**src/rtl/ad9361_tx_pkg.sv**
```systemverilog
// ad9361_tx_pkg: shared word-format constants, pattern/FSM encodings, sample type and word packer for the AD9361 TX path
package ad9361_tx_pkg;
    localparam int FRAME_BIT = 13;
    localparam int WORD_W = FRAME_BIT + 1;
    localparam int HALF_W = 6;
    localparam int SAMP_W = 12;
    localparam logic [WORD_W-1:0] IDLE_WORD = 14'h2000;
    localparam logic [1:0] PAT_STREAM = 2'b00;
    localparam logic [1:0] PAT_ZERO = 2'b01;
    localparam logic [1:0] PAT_RAMP = 2'b10;
    localparam logic [1:0] ST_IDLE = 2'd0;
    localparam logic [1:0] ST_HI = 2'd1;
    localparam logic [1:0] ST_LO = 2'd2;
    typedef struct packed {
        logic [SAMP_W-1:0] i;
        logic [SAMP_W-1:0] q;
    } iq_t;
    function automatic logic [WORD_W-1:0] pack_word(input logic frame, input logic [HALF_W-1:0] i, input logic [HALF_W-1:0] q);
        return {frame, i, 1'b0, q};
    endfunction
endpackage

```
**src/rtl/ad9361_tx_fifo.sv**
```systemverilog
// ad9361_tx_fifo: sync first-word-through FIFO; ports ad9361_dclk, sys_nrst, push/wr_data in, pop in, rd_data/level out
module ad9361_tx_fifo #(
    parameter int AW = 3,
    parameter int DW = 24
) (
    input  logic          ad9361_dclk,
    input  logic          sys_nrst,
    input  logic          push,
    input  logic          pop,
    input  logic [DW-1:0] wr_data,
    output logic [DW-1:0] rd_data,
    output logic [AW:0]   level
);
    logic [DW-1:0] mem [2**AW];
    logic [AW-1:0] wr_ptr, rd_ptr;
    logic do_push, do_pop;
    assign do_push = push && !level[AW];
    assign do_pop = pop && (level != '0);
    assign rd_data = mem[rd_ptr];
    always_ff @(posedge ad9361_dclk)
        if (do_push) mem[wr_ptr] <= wr_data;
    always_ff @(posedge ad9361_dclk or negedge sys_nrst)
        if (!sys_nrst) begin
            wr_ptr <= '0;
            rd_ptr <= '0;
            level <= '0;
        end else begin
            if (do_push) wr_ptr <= wr_ptr + 1'b1;
            if (do_pop) rd_ptr <= rd_ptr + 1'b1;
            level <= level + {{AW{1'b0}}, do_push} - {{AW{1'b0}}, do_pop};
        end
endmodule

```
**src/rtl/ad9361_tx_packer.sv**
```systemverilog
// ad9361_tx_packer: FIFO-buffered I/Q stream serialised to framed HI/LO words on ad9361_dout; ports tx_en, pattern_sel, clr_stats, s_valid/s_ready/s_i/s_q in, ad9361_dout, fifo_level, underflow_cnt/flag out
module ad9361_tx_packer
    import ad9361_tx_pkg::*;
#(
    parameter int FIFO_AW = 3,
    parameter int CNT_W = 16,
    parameter logic [SAMP_W-1:0] RAMP_STEP = 12'd1
) (
    input  logic               ad9361_dclk,
    input  logic               sys_nrst,
    input  logic               tx_en,
    input  logic [1:0]         pattern_sel,
    input  logic               clr_stats,
    input  logic               s_valid,
    output logic               s_ready,
    input  logic [SAMP_W-1:0]  s_i,
    input  logic [SAMP_W-1:0]  s_q,
    output logic [WORD_W-1:0]  ad9361_dout,
    output logic [FIFO_AW:0]   fifo_level,
    output logic [CNT_W-1:0]   underflow_cnt,
    output logic               underflow_flag
);
    logic [1:0] state, nxt;
    iq_t fifo_q, held, src;
    logic [SAMP_W-1:0] ramp;
    logic enter_hi, stream, ramp_sel, pop, uf;
    assign s_ready = sys_nrst && !fifo_level[FIFO_AW];
    assign nxt = (state == ST_HI) ? ST_LO : (tx_en ? ST_HI : ST_IDLE);
    assign enter_hi = nxt == ST_HI;
    assign stream = pattern_sel == PAT_STREAM;
    assign ramp_sel = pattern_sel == PAT_RAMP;
    assign pop = enter_hi && stream && (fifo_level != '0);
    assign uf = enter_hi && stream && (fifo_level == '0);
    assign src = pop ? fifo_q : (enter_hi && ramp_sel) ? {ramp, ~ramp} : '0;
    ad9361_tx_fifo #(.AW(FIFO_AW), .DW(2 * SAMP_W)) u_fifo (
        .ad9361_dclk(ad9361_dclk),
        .sys_nrst(sys_nrst),
        .push(s_valid && s_ready),
        .pop(pop),
        .wr_data({s_i, s_q}),
        .rd_data(fifo_q),
        .level(fifo_level)
    );
    always_ff @(posedge ad9361_dclk or negedge sys_nrst)
        if (!sys_nrst) begin
            state <= ST_IDLE;
            held <= '0;
            ramp <= '0;
            ad9361_dout <= IDLE_WORD;
            underflow_cnt <= '0;
            underflow_flag <= 1'b0;
        end else begin
            state <= nxt;
            if (enter_hi) held <= src;
            if (enter_hi && ramp_sel) ramp <= ramp + RAMP_STEP;
            ad9361_dout <= enter_hi ? pack_word(1'b1, src.i[SAMP_W-1:HALF_W], src.q[SAMP_W-1:HALF_W])
                         : (nxt == ST_LO) ? pack_word(1'b0, held.i[HALF_W-1:0], held.q[HALF_W-1:0])
                         : IDLE_WORD;
            underflow_cnt <= clr_stats ? '0 : (uf && !(&underflow_cnt)) ? underflow_cnt + 1'b1 : underflow_cnt;
            underflow_flag <= clr_stats ? 1'b0 : (underflow_flag || uf);
        end
endmodule

```
**config.mk**
```make
export PLATFORM = sky130hd
export DESIGN_NAME = ad9361_tx_packer
export DESIGN_NICKNAME = d
export VERILOG_FILES = /design/src/rtl/ad9361_tx_pkg.sv /design/src/rtl/ad9361_tx_fifo.sv /design/src/rtl/ad9361_tx_packer.sv
export SDC_FILE = /design/constraint.sdc
export NUM_CORES = 1
export LEC_CHECK = 0
export CAP_MARGIN = 20
export CORE_ASPECT_RATIO = 1.5
export CORE_MARGIN = 5
export CORE_UTILIZATION = 50
export DETAILED_ROUTE_END_ITERATION = 10
export PLACE_DENSITY = 0.79
export SLEW_MARGIN = 20
export SYNTH_ARGS = -nofsm -noshare
export SYNTH_HDL_FRONTEND = slang
export SYNTH_SLANG_ARGS = --single-unit
```
**constraint.sdc**
```tcl
create_clock -name ad9361_dclk -period 4.16 [get_ports ad9361_dclk]
set_input_delay 0.832 -clock ad9361_dclk [delete_from_list [all_inputs] [get_ports ad9361_dclk]]
set_output_delay 0.832 -clock ad9361_dclk [all_outputs]
set_load 0.02 [all_outputs]
```
======== Yosys cells after proc, flatten, opt, wreduce, memory -nomap -nowiden ========
Memories as Yosys holds them, arrays and structs flattened.
Cells that the tools add are included.
storage, ports and cells
  input bits .............................. 31
  RAM bits ................................ 192
  bits in read-only memories .............. 0
  memories kept ........................... 1
  latch bits .............................. 0
  flip-flop bits (word level) ............. 67
  output and inout bits ................... 36
  word-level logic and storage cells ...... 50
operators by class
  shift operators ......................... 0
  $mul .................................... 0
  reductions and logical operators ........ 17
  add/sub/neg operators ................... 6
  bitwise logic cells ..................... 1
  muxes and demuxes ....................... 11
  magnitude comparators ................... 0
  div/mod/pow operators ................... 0
  equal/unequal tests ..................... 4
memory list
  memory      words  bits a word  rd ports  clocked after memory_dff  write ports  line                  RTL
  u_fifo.mem  8      24           1         0                         1            ad9361_tx_fifo.sv:14  logic [DW-1:0] mem [2**AW];
operator list
  operator                                                               number
  24-bit two-way mux                                                     2
  16-bit two-way mux                                                     2
  14-bit two-way mux                                                     2
  16-bit by 1-bit adder with 16-bit output, second input constant        1
  16-bit AND reduction                                                   1
  12-bit by 1-bit adder with 12-bit output, second input constant        1
  12-bit inverter                                                        1
  1-bit logical AND                                                      9
  3-bit by 1-bit adder with 3-bit output, second input constant          2
  4-bit by 1-bit adder with 4-bit output                                 1
  2-bit by 1-bit equality test with 1-bit output, second input constant  2
  2-bit equality test, second input constant                             2
  4-bit logical NOT                                                      1
  1-bit two-way mux                                                      4
  4-bit nonzero test                                                     1
  4-bit by 1-bit subtractor with 4-bit output                            1
  1-bit logical NOT                                                      2
  2-bit logical NOT                                                      1
  2-bit two-way mux                                                      1
  2-bit nonzero test                                                     1
  1-bit logical OR                                                       1

======== Logic depth before layout (Yosys ltp) ========
  depth in word-level cells ............... 8
  gate-level depth with buffers ........... 11
  mapped depth without buffers ............ 11

======== Hierarchy ========
From an unflattened synthesis, not the netlist that was laid out.
unflattened totals
  cells, all modules ...................... 602
  area, all modules ....................... 10461.3 um^2
by module, submodules not included
  module            sequential area each (um^2)  cells an instance  times used  area each (um^2)
  ad9361_tx_fifo    6015.8                       334                1           7823.8
  ad9361_tx_packer  1402.6                       268                1           2637.5

======== Worst setup path before layout ========
Ideal clock, no wire load.
  path type ............................... input to register
  from .................................... in sys_nrst
  to ...................................... mem u_fifo.mem[0][0] (enable)
  arrival ................................. 3.393 ns
  data required time ...................... 3.725 ns
  stages on the path ...................... 5
  setup slack ............................. 0.332 ns
  library setup time ...................... 0.435 ns
  buffers on the path ..................... 1
  cell sequence ........................... nor2b_1 and2_1 clkbuf_1 nand2b_1 nor3_1
on the way
  longest elaborated chain between the ends .. 5
ends and longest elaborated chain
  item                                     line                    RTL
  start: declaration                       ad9361_tx_packer.sv:10  input logic sys_nrst,
  1-bit logical AND                        ad9361_tx_packer.sv:27  assign s_ready = sys_nrst && !fifo_level[FIFO_AW];
  1-bit logical AND                        ad9361_tx_packer.sv:38  .push(s_valid && s_ready),
  1-bit logical AND                        ad9361_tx_fifo.sv:17    assign do_push = push && !level[AW];
  net u_fifo.do_push                       ad9361_tx_fifo.sv:16    logic do_push, do_pop;
  1-bit two-way mux                        ad9361_tx_fifo.sv:21    if (do_push) mem[wr_ptr] <= wr_data;
  1-bit two-way mux (implied by the code)  ad9361_tx_fifo.sv:21
  end: declaration                         ad9361_tx_fifo.sv:14
The timed path passes the listed nets, and every way through them passes these cells.

======== Final worst setup path ========
  from .................................... in tx_en
  to ...................................... reg u_fifo.level[2]
on the way
  longest elaborated chain between the ends .. 7
ends and longest elaborated chain
  item                                            line                    RTL
  start: declaration                              ad9361_tx_packer.sv:11  input logic tx_en,
  1-bit two-way mux                               ad9361_tx_packer.sv:28  assign nxt = (state == ST_HI) ? ST_LO : (tx_en ? ST_HI : ST_IDLE);
  2-bit two-way mux                               ad9361_tx_packer.sv:28
  2-bit by 1-bit equality test with 1-bit output  ad9361_tx_packer.sv:29  assign enter_hi = nxt == ST_HI;
  1-bit logical AND (2 in series)                 ad9361_tx_packer.sv:32  assign pop = enter_hi && stream && (fifo_level != '0);
  1-bit logical AND                               ad9361_tx_fifo.sv:18    assign do_pop = pop && (level != '0);
  net u_fifo.do_pop                               ad9361_tx_fifo.sv:16
  4-bit by 1-bit subtractor with 4-bit output     ad9361_tx_fifo.sv:30    level <= level + {{AW{1'b0}}, do_push} - {{AW{1'b0}}, do_pop};
  end signal: assignment                          ad9361_tx_fifo.sv:30
  end: declaration                                ad9361_tx_fifo.sv:12    output logic [AW:0] level
The timed path passes the listed nets, and every way through them passes these cells.
A chain may end at the register's enable or synchronous reset.

==> out/metrics.csv <==
stage,metric,value,unit
cells_and_area,Total Nets Final,692,
place,Final GP Congestion,0.825,
outcome,status,finished clean,
place,DP HPWL,12700,um
timing,Hold Fails Final Rpt,0,
cells_and_area,layout cells sized above 1,19.4,%
critical_path,slowest CP cell,clkdlybuf4s50_1,
detailed_routing,total routed wirelength,20400,um
critical_path,crit path DAT,3.13,ns
timing,clk_skew,0.00969,ns
critical_path,type of the worst setup path,input port to flop,
detailed_routing,initial DRC count,348,
critical_path,CP dominant cell by count,inv_1,
cells_and_area,Filler cells,1448,
place,Placed Instances,891,
clock_network,Post-CTS Setup Bufs,0,
grt,total grt overflow,0,
cells_and_area,antenna cells,0,
critical_path,worst-path cell chain,"clkdlybuf4s50_1, nand2_1, inv_1, nand3b_1, clkinv_1, ha_1, inv_1, ha_1, inv_1, fa_1, xnor2_1",
cells_and_area,"non-filler cells, final",930,
grt,gr usage total,17.5,%
pwr,Worst VDD drop,0.324,mV
timing,final worst-path cycle share,66.2,%
hold_path,HP Class,flop to flop,
clock_network,"Clk Latency, worst-skew pair",0.50,ns
grt,vias in the first global route,5797,
logic_synthesis,synthesis-stage register bit count,258,
run,Max-Cap Viols,0,
logic_synthesis,Syn. warnings,0,
detailed_routing,Initial DRT Pass Iterations,5,
critical_path,crit path from,tx_en,
clock_network,CTS max path bufs,3,
logic_synthesis,"Seq/Total Area, Yosys",71.6,%
critical_path,worst flop-to-flop path startpoint,u_fifo.level[2]$_DFF_PN0_,
clock_network,clock sinks,258,
detailed_routing,Final ANT Viol Nets,0,
floorplan,Std-Cell Rows,64,
logic_synthesis,Cells after Synth,578,
cells_and_area,area added between synthesis and finish,16.0,%
logic_synthesis,net count after synthesis,619,
clock_network,Hold Buf Count CTS,0,
detailed_routing,via count,5420,
detailed_routing,WL/cell,22.0,um
logic_synthesis,synth unique cells,51,
critical_path,CP Data Required Time,4.54,ns
floorplan,Initial Utilization,50.7,%
logic_synthesis,Post-synth EDFFs,192,
timing,Setup TNS,0,ns
floorplan,Die Wd,128,um
logic_synthesis,Async SR Flop Fraction,25.6,%
floorplan,core area,20400,um2
clock_network,CTS root buf,clkbuf_16,
logic_synthesis,Mapped Avg Cell Area,17.9,um2
grt,first-pass GRT wire length,32500,um
timing,max_slew headroom,40.8,%
floorplan,I/O pins,67,
place,Port Buf Inserts,65,
timing,# setup viols final,0,
logic_synthesis,top_reg_cell synth,edfxtp_1,
detailed_routing,Via-to-Cell Ratio,5.83,
grt,initial antenna violation count,0,
critical_path,CP max FO,9,
hold_path,Hold Crit Start,state[0]$_DFF_PN0_,
clock_network,H-Tree Depth,1,
critical_path,CP Launch Type,input port,
clock_network,CTS tree,done,
timing,RSZ-0062 raised after global routing,false,
floorplan,Die H,186,um
timing,top achievable clock speed,363,MHz
clock_network,# resized after CTS,0,
grt,pin count of the biggest net entering global routing,67,
logic_synthesis,"Cell Area, Synth",10400,um2
floorplan,total die area,23800,um2
clock_network,CTS Buf Count,22,
pwr,leakage power,4.13,nW
timing,Slew Limit Fails,0,
critical_path,CP peak stage delay,0.49,ns
timing,Final min period,2.75,ns
pwr,Power Density,558,nW/um2
clock_network,Clock transition at path regs,0.07,ns
detailed_routing,Remaining DRCs,0,
timing,Least-Margin Pin Slew,0.888,ns
critical_path,Setup crit end kind,flop,
## kinds of logic (layout without fill, tap and decap cells)
family	after synthesis	after routing	synth area share [%]
other	1	1	0.0362
DFF	258	258	71.6
adders and majority gates	10	10	1.28
AOI/OAI and AO/OA	56	56	4.29
buffers and inverters	42	130	1.86
and+or+nand+nor	110	110	5.55
muxes	76	76	13.3
xor gates and xnor gates	25	25	2.11
## cell usage in the layout, fill, tap and decap left out, types with 4 or more instances in the layout
cell and n:
a21oi_1 10, a221oi_1 5, a22oi_1 6, buf_4 14, clkbuf_1 4, clkbuf_16 23, clkdlybuf4s50_1 64, clkinv_1 4
clkinv_2 4, dfrtp_1 62, edfxtp_1 192, ha_1 9, inv_1 11, mux2_2 7, mux2i_1 20, mux4_2 48
nand2_1 26, nand2b_1 8, nand3_1 9, nand4_1 6, nor2_1 28, nor2_2 6, o21a_1 6, o21ai_0 6
o221ai_1 12, xnor2_1 22
## power by group
| part | total [W] | internal, W | leakage (nW) | switching [W] |
|---|---|---|---|---|
| clock | 0.00197 | 0.00113 | 0.344 | 0.000847 |
| sequential | 0.00330 | 0.00299 | 2.58 | 0.000316 |
| combinational | 0.00144 | 0.000789 | 1.20 | 0.000648 |
## cell type report
type | instances | area (um2) | area share (%)
repair buffers | 79 | 751 | 6.24
well taps | 264 | 330 | 2.75
clock inverters | 9 | 68.8 | 0.572
clock buffers | 30 | 632 | 5.25
multi-input cells | 278 | 2780 | 23.1
inverters | 12 | 45.0 | 0.375
flip-flops and latches | 258 | 7420 | 61.7
## final timing paths
path                            cells after the start                            end  slack [ns]
worst max-delay path                               11      u_fifo.level[2]$_DFF_PN0_        1.41
worst min-delay path                                1      ad9361_dout[13]$_DFF_PN1_        0.50
worst max register to register                      7  underflow_cnt[11]$_DFFE_PN0P_        1.52
worst min register to register                      1      ad9361_dout[13]$_DFF_PN1_        0.50
max in group asynchronous                           2   u_fifo.rd_ptr[0]$_DFFE_PN0P_        3.04
min in group asynchronous                           2   u_fifo.wr_ptr[1]$_DFFE_PN0P_        0.52
## routing by layer
| metal | wire [um] | vias to the layer above | global-route usage, % |
|---|---|---|---|
| met4 | 571 | 0 | 5.99 |
| met2 | 11000 | 191 | 30.6 |
| met3 | 1090 | 36 | 2.52 |
| li1 | - | 2395 | - |
| met5 | 0 | - | 0 |
| met1 | 7730 | 2798 | 22.4 |
## through the flow
stage                     utilization (%)  total power [W]  worst slack, ns  hold WS, ns  instance area [um2]
final                                58.9          0.00671             1.41        0.496                12000
after global routing                 58.9          0.00704             1.28        0.521                12000
after detailed placement             55.5          0.00482            0.941        0.471                11300
after floorplan                         -          0.00430            0.332        0.418                10400
after CTS                            58.9          0.00680             1.44        0.486                12000
after global placement               55.5          0.00475             1.07        0.443                11300
## cells in the mapped netlist (2+ instances only)
library cell / count / area share (%)
nand3_1: 9 / 0.43
nand2b_1: 8 / 0.48
nand3b_1: 3 / 0.22
a22oi_1: 6 / 0.43
xnor2_1: 22 / 1.9
nor2b_1: 3 / 0.18
and3_1: 3 / 0.18
a221oi_1: 5 / 0.42
dfrtp_1: 65 / 16
a31o_2: 3 / 0.25
and4_4: 2 / 0.22
and2_1: 3 / 0.18
nor2_1: 34 / 1.2
edfxtp_1: 192 / 56
inv_1: 11 / 0.40
buf_4: 3 / 0.22
o21ai_0: 6 / 0.29
mux2_2: 7 / 0.76
clkbuf_1: 18 / 0.65
a2111oi_2: 3 / 0.43
ha_1: 9 / 1.1
mux2i_1: 20 / 1.9
nand4_1: 6 / 0.36
nor3_1: 3 / 0.14
nand2_1: 26 / 0.94
o221ai_1: 12 / 1.0
buf_2: 7 / 0.34
a21oi_1: 10 / 0.48
mux4_2: 48 / 10
buf_6: 2 / 0.22
and4_1: 2 / 0.17
o21a_1: 6 / 0.43
xor2_1: 3 / 0.25
## worst max-delay path, delay by kind of cell
kind / cells / cell delay, ns
and+or+nand+nor: 2 / 0.35
xor gates and xnor gates: 1 / 0.14
buffers and inverters: 5 / 0.91
adders and majority gates: 3 / 0.88
## state kept, by name, indices dropped and copies added (netlist names), 3 cells and up
signal and count:
u_fifo.wr_ptr 3, u_fifo.mem 192, ad9361_dout 13, u_fifo.level 4
underflow_cnt 16, ramp 12, u_fifo.rd_ptr 3, held 12
(Power assumes the default switching activity.)
